File: src/rtl/i2s_rx_deserializer.sv
// I2S receive deserializer.
// Oversamples sclk/ws/sd with the system clock, finds sclk rising edges and
// assembles MSB-first channel words. A left/right pair is flagged with a
// one-clk sample_valid pulse; slots that end early raise a one-clk frame_err.
//
// Pipeline from a raw sclk rising edge:
//   clk 1: first synchronizer stage
//   clk 2: second synchronizer stage (sclk_s high)
//   clk 3: rise strobe registered together with the ws/sd samples
//   clk 4: word committed to left_data/right_data (and sample_valid)
// ws and sd change on the falling sclk edge, at least half an sclk period
// before the next rise. Their synchronized copies are therefore settled when
// the strobe samples them.

module i2s_rx_deserializer #(
  parameter int unsigned DATA_WIDTH    = 24,
  parameter int unsigned MIN_SCLK_CLKS = 4
) (
  input  logic                  clk,
  input  logic                  reset_n,
  input  logic                  sclk_in,
  input  logic                  ws_in,
  input  logic                  sd_in,
  output logic [DATA_WIDTH-1:0] left_data,
  output logic [DATA_WIDTH-1:0] right_data,
  output logic                  sample_valid,
  output logic                  frame_err
);

  // Fewer than two clk per sclk phase would let ws/sd still be in flight
  // through the synchronizers when the rise strobe samples them.
  if (MIN_SCLK_CLKS < 4) begin : g_min_sclk_check
    $error("MIN_SCLK_CLKS must be at least 4");
  end

  localparam int unsigned CntW = $clog2(DATA_WIDTH + 1);
  localparam logic [CntW-1:0] LastIdx = CntW'(DATA_WIDTH - 1);
  localparam logic [CntW-1:0] SatCnt  = CntW'(DATA_WIDTH);

  typedef enum logic [1:0] {
    StSync,
    StCapture,
    StDrain
  } state_t;

  // Synchronizer stages, bit order {sclk, ws, sd}
  logic [2:0] meta_q;
  logic [2:0] sync_q;
  logic       sclk_s;
  logic       ws_s;
  logic       sd_s;

  // Rise strobe and the ws/sd values sampled with it
  logic       sclk_prev_q;
  logic       rise_q;
  logic       ws_smp_q;
  logic       sd_smp_q;

  // Slot tracking
  state_t              state_q;
  logic [CntW-1:0]     bit_cnt_q;
  logic                slot_ch_q;
  logic [DATA_WIDTH-1:0] shift_q;
  logic                ws_prev_q;
  logic                left_pending_q;

  // Decoded events
  logic                  boundary;
  logic [DATA_WIDTH-1:0] word;
  logic                  commit;
  logic                  short_slot;

  assign {sclk_s, ws_s, sd_s} = sync_q;

  // Two-flop synchronizers for the three asynchronous I2S pins.
  always_ff @(posedge clk or negedge reset_n) begin
    if (!reset_n) begin
      meta_q <= '0;
      sync_q <= '0;
    end else begin
      meta_q <= {sclk_in, ws_in, sd_in};
      sync_q <= meta_q;
    end
  end

  // Single-clk rise strobe; ws/sd are captured in the same cycle as the strobe.
  always_ff @(posedge clk or negedge reset_n) begin
    if (!reset_n) begin
      sclk_prev_q <= 1'b0;
      rise_q      <= 1'b0;
      ws_smp_q    <= 1'b0;
      sd_smp_q    <= 1'b0;
    end else begin
      sclk_prev_q <= sclk_s;
      rise_q      <= sclk_s & ~sclk_prev_q;
      ws_smp_q    <= ws_s;
      sd_smp_q    <= sd_s;
    end
  end

  // Event decode. The sd bit at a boundary rise still belongs to the slot that
  // is ending, so a slot with exactly DATA_WIDTH rises completes its word on
  // the boundary rise itself.
  always_comb begin
    boundary   = rise_q && (ws_smp_q != ws_prev_q);
    word       = {shift_q[DATA_WIDTH-2:0], sd_smp_q};
    commit     = rise_q && (state_q == StCapture) && (bit_cnt_q == LastIdx);
    short_slot = boundary && (state_q == StCapture) && (bit_cnt_q != LastIdx);
  end

  // Slot state machine: wait for a boundary, capture DATA_WIDTH bits, then
  // drain the rest of the slot until the next boundary.
  always_ff @(posedge clk or negedge reset_n) begin
    if (!reset_n) begin
      state_q   <= StSync;
      bit_cnt_q <= '0;
      slot_ch_q <= 1'b0;
      shift_q   <= '0;
      ws_prev_q <= 1'b0;
    end else if (rise_q) begin
      ws_prev_q <= ws_smp_q;
      if (boundary) begin
        // Any boundary starts a fresh slot for the channel now on ws.
        state_q   <= StCapture;
        bit_cnt_q <= '0;
        slot_ch_q <= ws_smp_q;
        shift_q   <= '0;
      end else begin
        case (state_q)
          StSync: begin
            state_q <= StSync;
          end
          StCapture: begin
            shift_q <= word;
            if (bit_cnt_q == LastIdx) begin
              bit_cnt_q <= SatCnt;
              state_q   <= StDrain;
            end else begin
              bit_cnt_q <= bit_cnt_q + CntW'(1);
            end
          end
          StDrain: begin
            // Extra slot bits are ignored; the counter stays saturated.
            bit_cnt_q <= SatCnt;
          end
          default: begin
            state_q <= StSync;
          end
        endcase
      end
    end
  end

  // Output registers: commit words, pair tracking and one-clk pulses.
  always_ff @(posedge clk or negedge reset_n) begin
    if (!reset_n) begin
      left_data      <= '0;
      right_data     <= '0;
      sample_valid   <= 1'b0;
      frame_err      <= 1'b0;
      left_pending_q <= 1'b0;
    end else begin
      sample_valid <= 1'b0;
      frame_err    <= short_slot;
      if (commit) begin
        if (!slot_ch_q) begin
          left_data      <= word;
          left_pending_q <= 1'b1;
        end else begin
          right_data <= word;
          if (left_pending_q) begin
            sample_valid   <= 1'b1;
            left_pending_q <= 1'b0;
          end
        end
      end
    end
  end

endmodule

File: config.mk
export PLATFORM = sky130hd
export DESIGN_NAME = i2s_rx_deserializer
export DESIGN_NICKNAME = d
export VERILOG_FILES = /design/src/rtl/i2s_rx_deserializer.sv
export SDC_FILE = /design/constraint.sdc
export NUM_CORES = 1
export LEC_CHECK = 0
export ABC_AREA = 1
export BUFFER_PORTS_ARGS = -buffer_cell sky130_fd_sc_hd__buf_4
export CELL_PAD_IN_SITES_DETAIL_PLACEMENT = 0
export CELL_PAD_IN_SITES_GLOBAL_PLACEMENT = 1
export CORE_ASPECT_RATIO = 1.25
export CORE_MARGIN = 3
export CORE_UTILIZATION = 42
export DETAILED_ROUTE_END_ITERATION = 12
export HOLD_SLACK_MARGIN = 0.12
export PLACE_DENSITY_LB_ADDON = 0.25
export SLEW_MARGIN = 40
export SYNTH_ARGS = -nofsm -noshare
export SYNTH_HDL_FRONTEND = slang
export SYNTH_SLANG_ARGS = --single-unit
File: constraint.sdc
create_clock -name clk -period 1.6 [get_ports clk]
set_input_delay 0.08 -clock clk [delete_from_list [all_inputs] [get_ports clk]]
set_output_delay 0.08 -clock clk [all_outputs]
set_load 0.02 [all_outputs]
### Yosys cells after proc, flatten, opt, wreduce, memory -nomap -nowiden

Cells that the tools add are included.

* output and inout bits: 50
* memory bits (writable): 0
* latch bits: 0
* register bits after elaboration: 93
* memories: 0
* logic and storage cells: 52
* memory bits (read-only): 0
* input bits: 5

* multiplexer cells: 12
* reduce and logical (&&, ||, !) cells: 13
* div/mod/pow operators: 0
* eq/ne operators: 7
* magnitude comparators: 0
* $mul: 0
* bitwise logic cells: 3
* add/sub/neg operators: 1
* shift operators: 0

Operators with widths (count)
* 23-bit two-way mux: 2
* 5-bit two-way mux: 2
* 5-bit one-hot mux with 2 select lines: 1
* 2-bit AND reduction: 5
* 5-bit by 1-bit adder with 5-bit output, second input constant: 1
* 5-bit == test, second input constant: 1
* 1-bit logical AND: 5
* 5-bit inequality test, second input constant: 1
* 1-bit two-way mux: 4
* 2-bit two-way mux: 2
* 2-bit one-hot mux with 2 select lines: 1
* 3-bit by 2-bit inequality test with 1-bit output, second input constant: 1
* 3-bit AND reduction: 1
* 3-bit nonzero test: 1
* 2-bit by 1-bit == test with 1-bit output, second input constant: 1
* 2-bit == test, second input constant: 1
* 2-bit inequality test, second input constant: 1
* 1-bit inverter: 2
* 2-bit nonzero test: 1
* 1-bit bitwise AND: 1
* 1-bit inequality test: 1

### Depth between registers and ports, before layout

* depth after elaboration: 4
* depth in mapped cells: 10
* mapped depth without buffers: 9

### Least setup slack after synthesis

Ideal clock, no wire load.

* path kind: register to register
* start point: reg bit_cnt_q[0]
* end point: reg right_data[18]
* cell stages (with the launch flop): 11
* buffers on the path: 2
* clock period less this slack: 1.482 ns
* setup slack: 0.118 ns
* setup time: 0.122 ns
* data arrival time: 1.360 ns
* data required time: 1.478 ns
* path through: dfrtp_1 -> ha_1 -> nand2_1 -> inv_1 -> nand3_2 -> nor2_4 -> nand2_2 -> buf_6 -> buf_6 -> nand2_1 -> o21ai_1

* cells in the longest elaborated chain, start to end: 3

RTL lines
* start, declared: line 61 `logic [CntW-1:0] bit_cnt_q;`
* start signal, assigned: line 136 `bit_cnt_q <= SatCnt;`
* start signal, assigned: line 139 `bit_cnt_q <= bit_cnt_q + CntW'(1);`
* start signal, assigned: line 144 `bit_cnt_q <= SatCnt;`
* 5-bit == test: line 107 `commit = rise_q && (state_q == StCapture) && (bit_cnt_q == LastIdx);`
* 1-bit logical AND: line 107
* 2-bit AND reduction (no source line)
* end signal, assigned: line 170 `right_data <= word;`
* end, declared: line 25 `output logic [DATA_WIDTH-1:0] right_data,`

No other way between the ends.
A chain may end at the register's enable or synchronous reset.

### Final worst setup path

* start point: reg bit_cnt_q[1]
* end point: reg right_data[10]

The elaborated chain is that of the path after synthesis.

==> results <==
- The number of clock buffers inserted by TritonCTS is 9.
- The global placer's final weighted congestion is around 0.82.
- The area of all placed cells without fillers is about 4500 µm².
- In this run the core area contains 36 standard-cell rows.
- The required arrival time at the worst endpoint is 1870 ps.
- The xor and xnor fraction of the mapped netlist area is 0.
- The clock transition at the register clock pins on the worst setup and hold paths after CTS is 100 ps.
- At the worst endpoint, the arrival time is between 1500 and 2000 ps.
- The leakage power of the design is 2.25 nW.
- The area of the placeable core is roughly 8000 µm².
- The power density of the placed cells is about 1200 nW/µm².
- The share of the synthesized area in compound gates (AO/OA/AOI/OAI) is 0.152.
- The detail-routed net length per standard cell is 13.7 µm.
- The maximum fanout count along the critical path is 15.
- The width of the die is 88.4 µm.
- The top-area cell type share of the netlist area is 0.653.
- The worst min-delay path class is in2async.
- The worst register-to-register path has a setup slack of approximately 58 ps.
- STA classifies the critical path startpoint as a flip-flop.
- The number of max-slew violations in the final report is 0.
- The overall routing resource usage is 0.160.
- Dividing the final minimum period by the clock period gives 0.964.
- The proportion of synthesized chip area in sequential cells is 0.653.
- The top cell types in the final layout, fill and taps aside, are 93 x sky130_fd_sc_hd__dfrtp_1, 72 x sky130_fd_sc_hd__nand2_1, 62 x sky130_fd_sc_hd__buf_4.
- The total iterations of the first detailed-routing run is 4.
- The clock tree from TritonCTS is built.
- The repair_antennas step left the layout with diodes totalling 0.
- The vias per cell is 4.85.
- Pin placement for this block handled 55 I/O pins.
- In the final layout, the share of cells above drive strength 1 is 0.258.
- The critical path's largest stage delay is 400 ps.
- Setup repair after global routing could not meet its margin everywhere.
- The clock root buffer is sky130_fd_sc_hd__clkbuf_8.
- The cell with the largest stage delay on the worst path is sky130_fd_sc_hd__dfrtp_1.
- The initial antenna violation count came to 0.
- The tree built by TritonCTS fans out to 93 sinks.
- Measured against the total synthesized area, the mux share comes to 0.
- The number of synthesis warnings is 0.
- The total overflow reported by the global router is 0.
- The worst slack at placement is 79.0 ps.
- The simple-gate share of the synthesized area is 0.119.
- Of all cell types, the one taking the most synthesized area is sky130_fd_sc_hd__dfrtp_1.
- The kind of cell with the highest combined delay along the critical path is simple AND/OR/NAND/NOR gates.
- Traced cell by cell, the critical path runs through ha_2 > nand2_2 > inv_2 > nand3_4 > nor2_4 > nand2_4 > clkbuf_16 > o21ai_0.
- The number of global-route vias before repair is about 2500.
- Counting cells, the worst reg-to-reg path comes to 8.
- Max-cap violations in this run came to 0.
- The mapped netlist covers 3560 µm².
- The first global-routing pass estimated about 12 mm of wire.
- Entering global routing, the biggest net connects 49 pins.
- The worst setup path is captured at a flip-flop.
- The clock period could shrink to 1540 ps.
- The post-DP HPWL is 4.61 mm.
- The slew at the pin with the worst max-slew slack is between 400 and 500 ps.
- The worst register-to-register path begins at bit_cnt_q[1].
- A synthesized cell averages 10.1 µm².
- After synthesis, the largest family of logic cells by area is compound AO/OA/AOI/OAI gates.
- The worst-case IR drop observed on VDD is 0.000553 V.
- The total number of nets in the final design is 424.
- The initial standard-cell utilization of the core is 0.444.
- The maximum root-to-sink buffer count is 2.
- The sum of buffers and inverters on the critical path is 2.
- The most common library cell in the layout ignoring fill and taps is sky130_fd_sc_hd__dfrtp_1.
- The worst setup path is of the reg2reg kind.
- The maximum operating frequency is about 650 MHz.
- The worst slew margin relative to its limit is 0.673.
- The placed instances occupy a cell area of 4120 µm².
- The H-tree generated during clock tree synthesis spans 3 levels.
- The DRC violations left is 0.
- The source-to-sink clock delay at the later pin of the worst-skew pair is 360 ps.
- The growth of design area from synthesis to finish is 25.4%.
- Of the total synthesized cell area, the portion taken by full adders, half adders and majority gates is 0.00351.
- Setup violations remaining at the end of the flow were counted as 0.
- The destination of the worst register-to-register timing path is right_data[10].
- The minimum setup slack in the final design is 57.7 ps.
- The worst clock skew on the final layout is approximately 10 ps.
- The die area is just under 10000 µm².
- The flip-flop and latch count after synthesis is 93.
- The count of nets left with antenna violations once routing finished came out at 0.
- Wires add up to approximately 7.1 mm.
- Summed over all failing endpoints, the final setup total negative slack is 0 ps.
- The number of design-rule violations left by the first detailed-router iteration is 136.
- The number of distinct standard cells referenced by the synthesized netlist is 23.
- The routed layout has 2513 vias.
- The number of endpoints with negative hold slack in the final report is 0.
- Counting every instance in the synthesized netlist gives ~350.
- The die outline height is 109 µm.
- By area the synthesized netlist is led by sky130_fd_sc_hd__dfrtp_1 65%, sky130_fd_sc_hd__nand2_1 8.0%, sky130_fd_sc_hd__o21ai_0 6.9%.
- The flow ran to the end, and the final reports show no timing, DRC or antenna violations.
- The number of port buffers is 54.
- The net count after synthesis is approximately 360.
cells by family (layout without fill, tap and decap cells):
kind of cell / count (synthesis) / count (layout)
buffers and inverters: 57 / 128
AND/OR/NAND/NOR: 101 / 101
adder cells (fa/ha/maj): 1 / 1
AO/OA/AOI/OAI: 100 / 100
flip-flops: 93 / 93
power by group:
| part | total [mW] | switching (mW) | internal [mW] |
|---|---|---|---|
| logic | 0.730 | 0.474 | 0.255 |
| registers | 2.76 | 0.149 | 2.61 |
| clock network | 1.64 | 0.847 | 0.797 |
metrics by stage:
step           power (mW)  hold slack [ps]   util  std cells
2_1_floorplan        3.26             -216      -        352
5_1_grt              5.46              267  0.557        518
3_3_place_gp         3.49             93.1  0.514        494
4_1_cts              5.18              235  0.546        514
6_report             5.14              236  0.557        518
3_5_place_dp         3.51             85.0  0.514        494
worst max-delay path by stage:
stage,from,to,slack (ps),cells after the start
2_1_floorplan,bit_cnt_q[0],right_data[18],120,10
3_3_place_gp,state_q[1],left_data[3],130,9
3_5_place_dp,bit_cnt_q[1],left_data[2],80,9
4_1_cts,state_q[1],left_data[2],60,8
5_1_grt,bit_cnt_q[1],right_data[5],-30,9
6_report,bit_cnt_q[1],right_data[10],60,8
registers in the layout, indices dropped and copies added, names as in the netlist, 2 cells and up:
| name | flops |
|---|---|
| state_q | 2 |
| left_data | 24 |
| bit_cnt_q | 5 |
| sync_q | 3 |
| meta_q | 3 |
| shift_q | 23 |
| right_data | 24 |
per-layer routing:
layer	track usage	wire length (µm)	share of wire	vias up
met1	0.220	3350	0.47	1198
met4	0.0680	104	0.015	0
met5	0	0	0	-
met3	0.0370	288	0.040	7
li1	-	-	-	1266
met2	0.243	3370	0.47	42
area by class of cell:
type,instances,area (µm²)
fillers,704,3550
flip-flops and latches,93,2330
multi-input cells,202,1010
repair buffers,73,646
inverters,39,149
clock buffers,10,138
well taps,95,119
clock inverters,6,77.6
synthesized netlist by cell type:
cell,n
sky130_fd_sc_hd__inv_2,2
sky130_fd_sc_hd__nand3_2,1
sky130_fd_sc_hd__nor2_4,2
sky130_fd_sc_hd__nand3_1,9
sky130_fd_sc_hd__o21ai_1,15
sky130_fd_sc_hd__nand4_1,2
sky130_fd_sc_hd__buf_6,4
sky130_fd_sc_hd__dfrtp_1,93
sky130_fd_sc_hd__nand2_2,2
sky130_fd_sc_hd__inv_1,37
sky130_fd_sc_hd__nand2_1,76
sky130_fd_sc_hd__clkbuf_1,5
sky130_fd_sc_hd__o22ai_1,1
sky130_fd_sc_hd__o21ai_0,49
sky130_fd_sc_hd__o21ai_2,10
sky130_fd_sc_hd__nor2_1,7
sky130_fd_sc_hd__buf_2,7
sky130_fd_sc_hd__or2_2,1
sky130_fd_sc_hd__nor3_1,1
sky130_fd_sc_hd__ha_1,1
sky130_fd_sc_hd__a21oi_1,24
sky130_fd_sc_hd__clkbuf_2,2
sky130_fd_sc_hd__a211oi_1,1
repair_timing:
action	in CTS	in global routing
hold buffers	4	0
endpoints found under the setup margin	0	49
endpoints found under the hold margin	74	0
gates resized for setup	0	17
buffers inserted	0	3
Power figures use the tool's default switching activity.
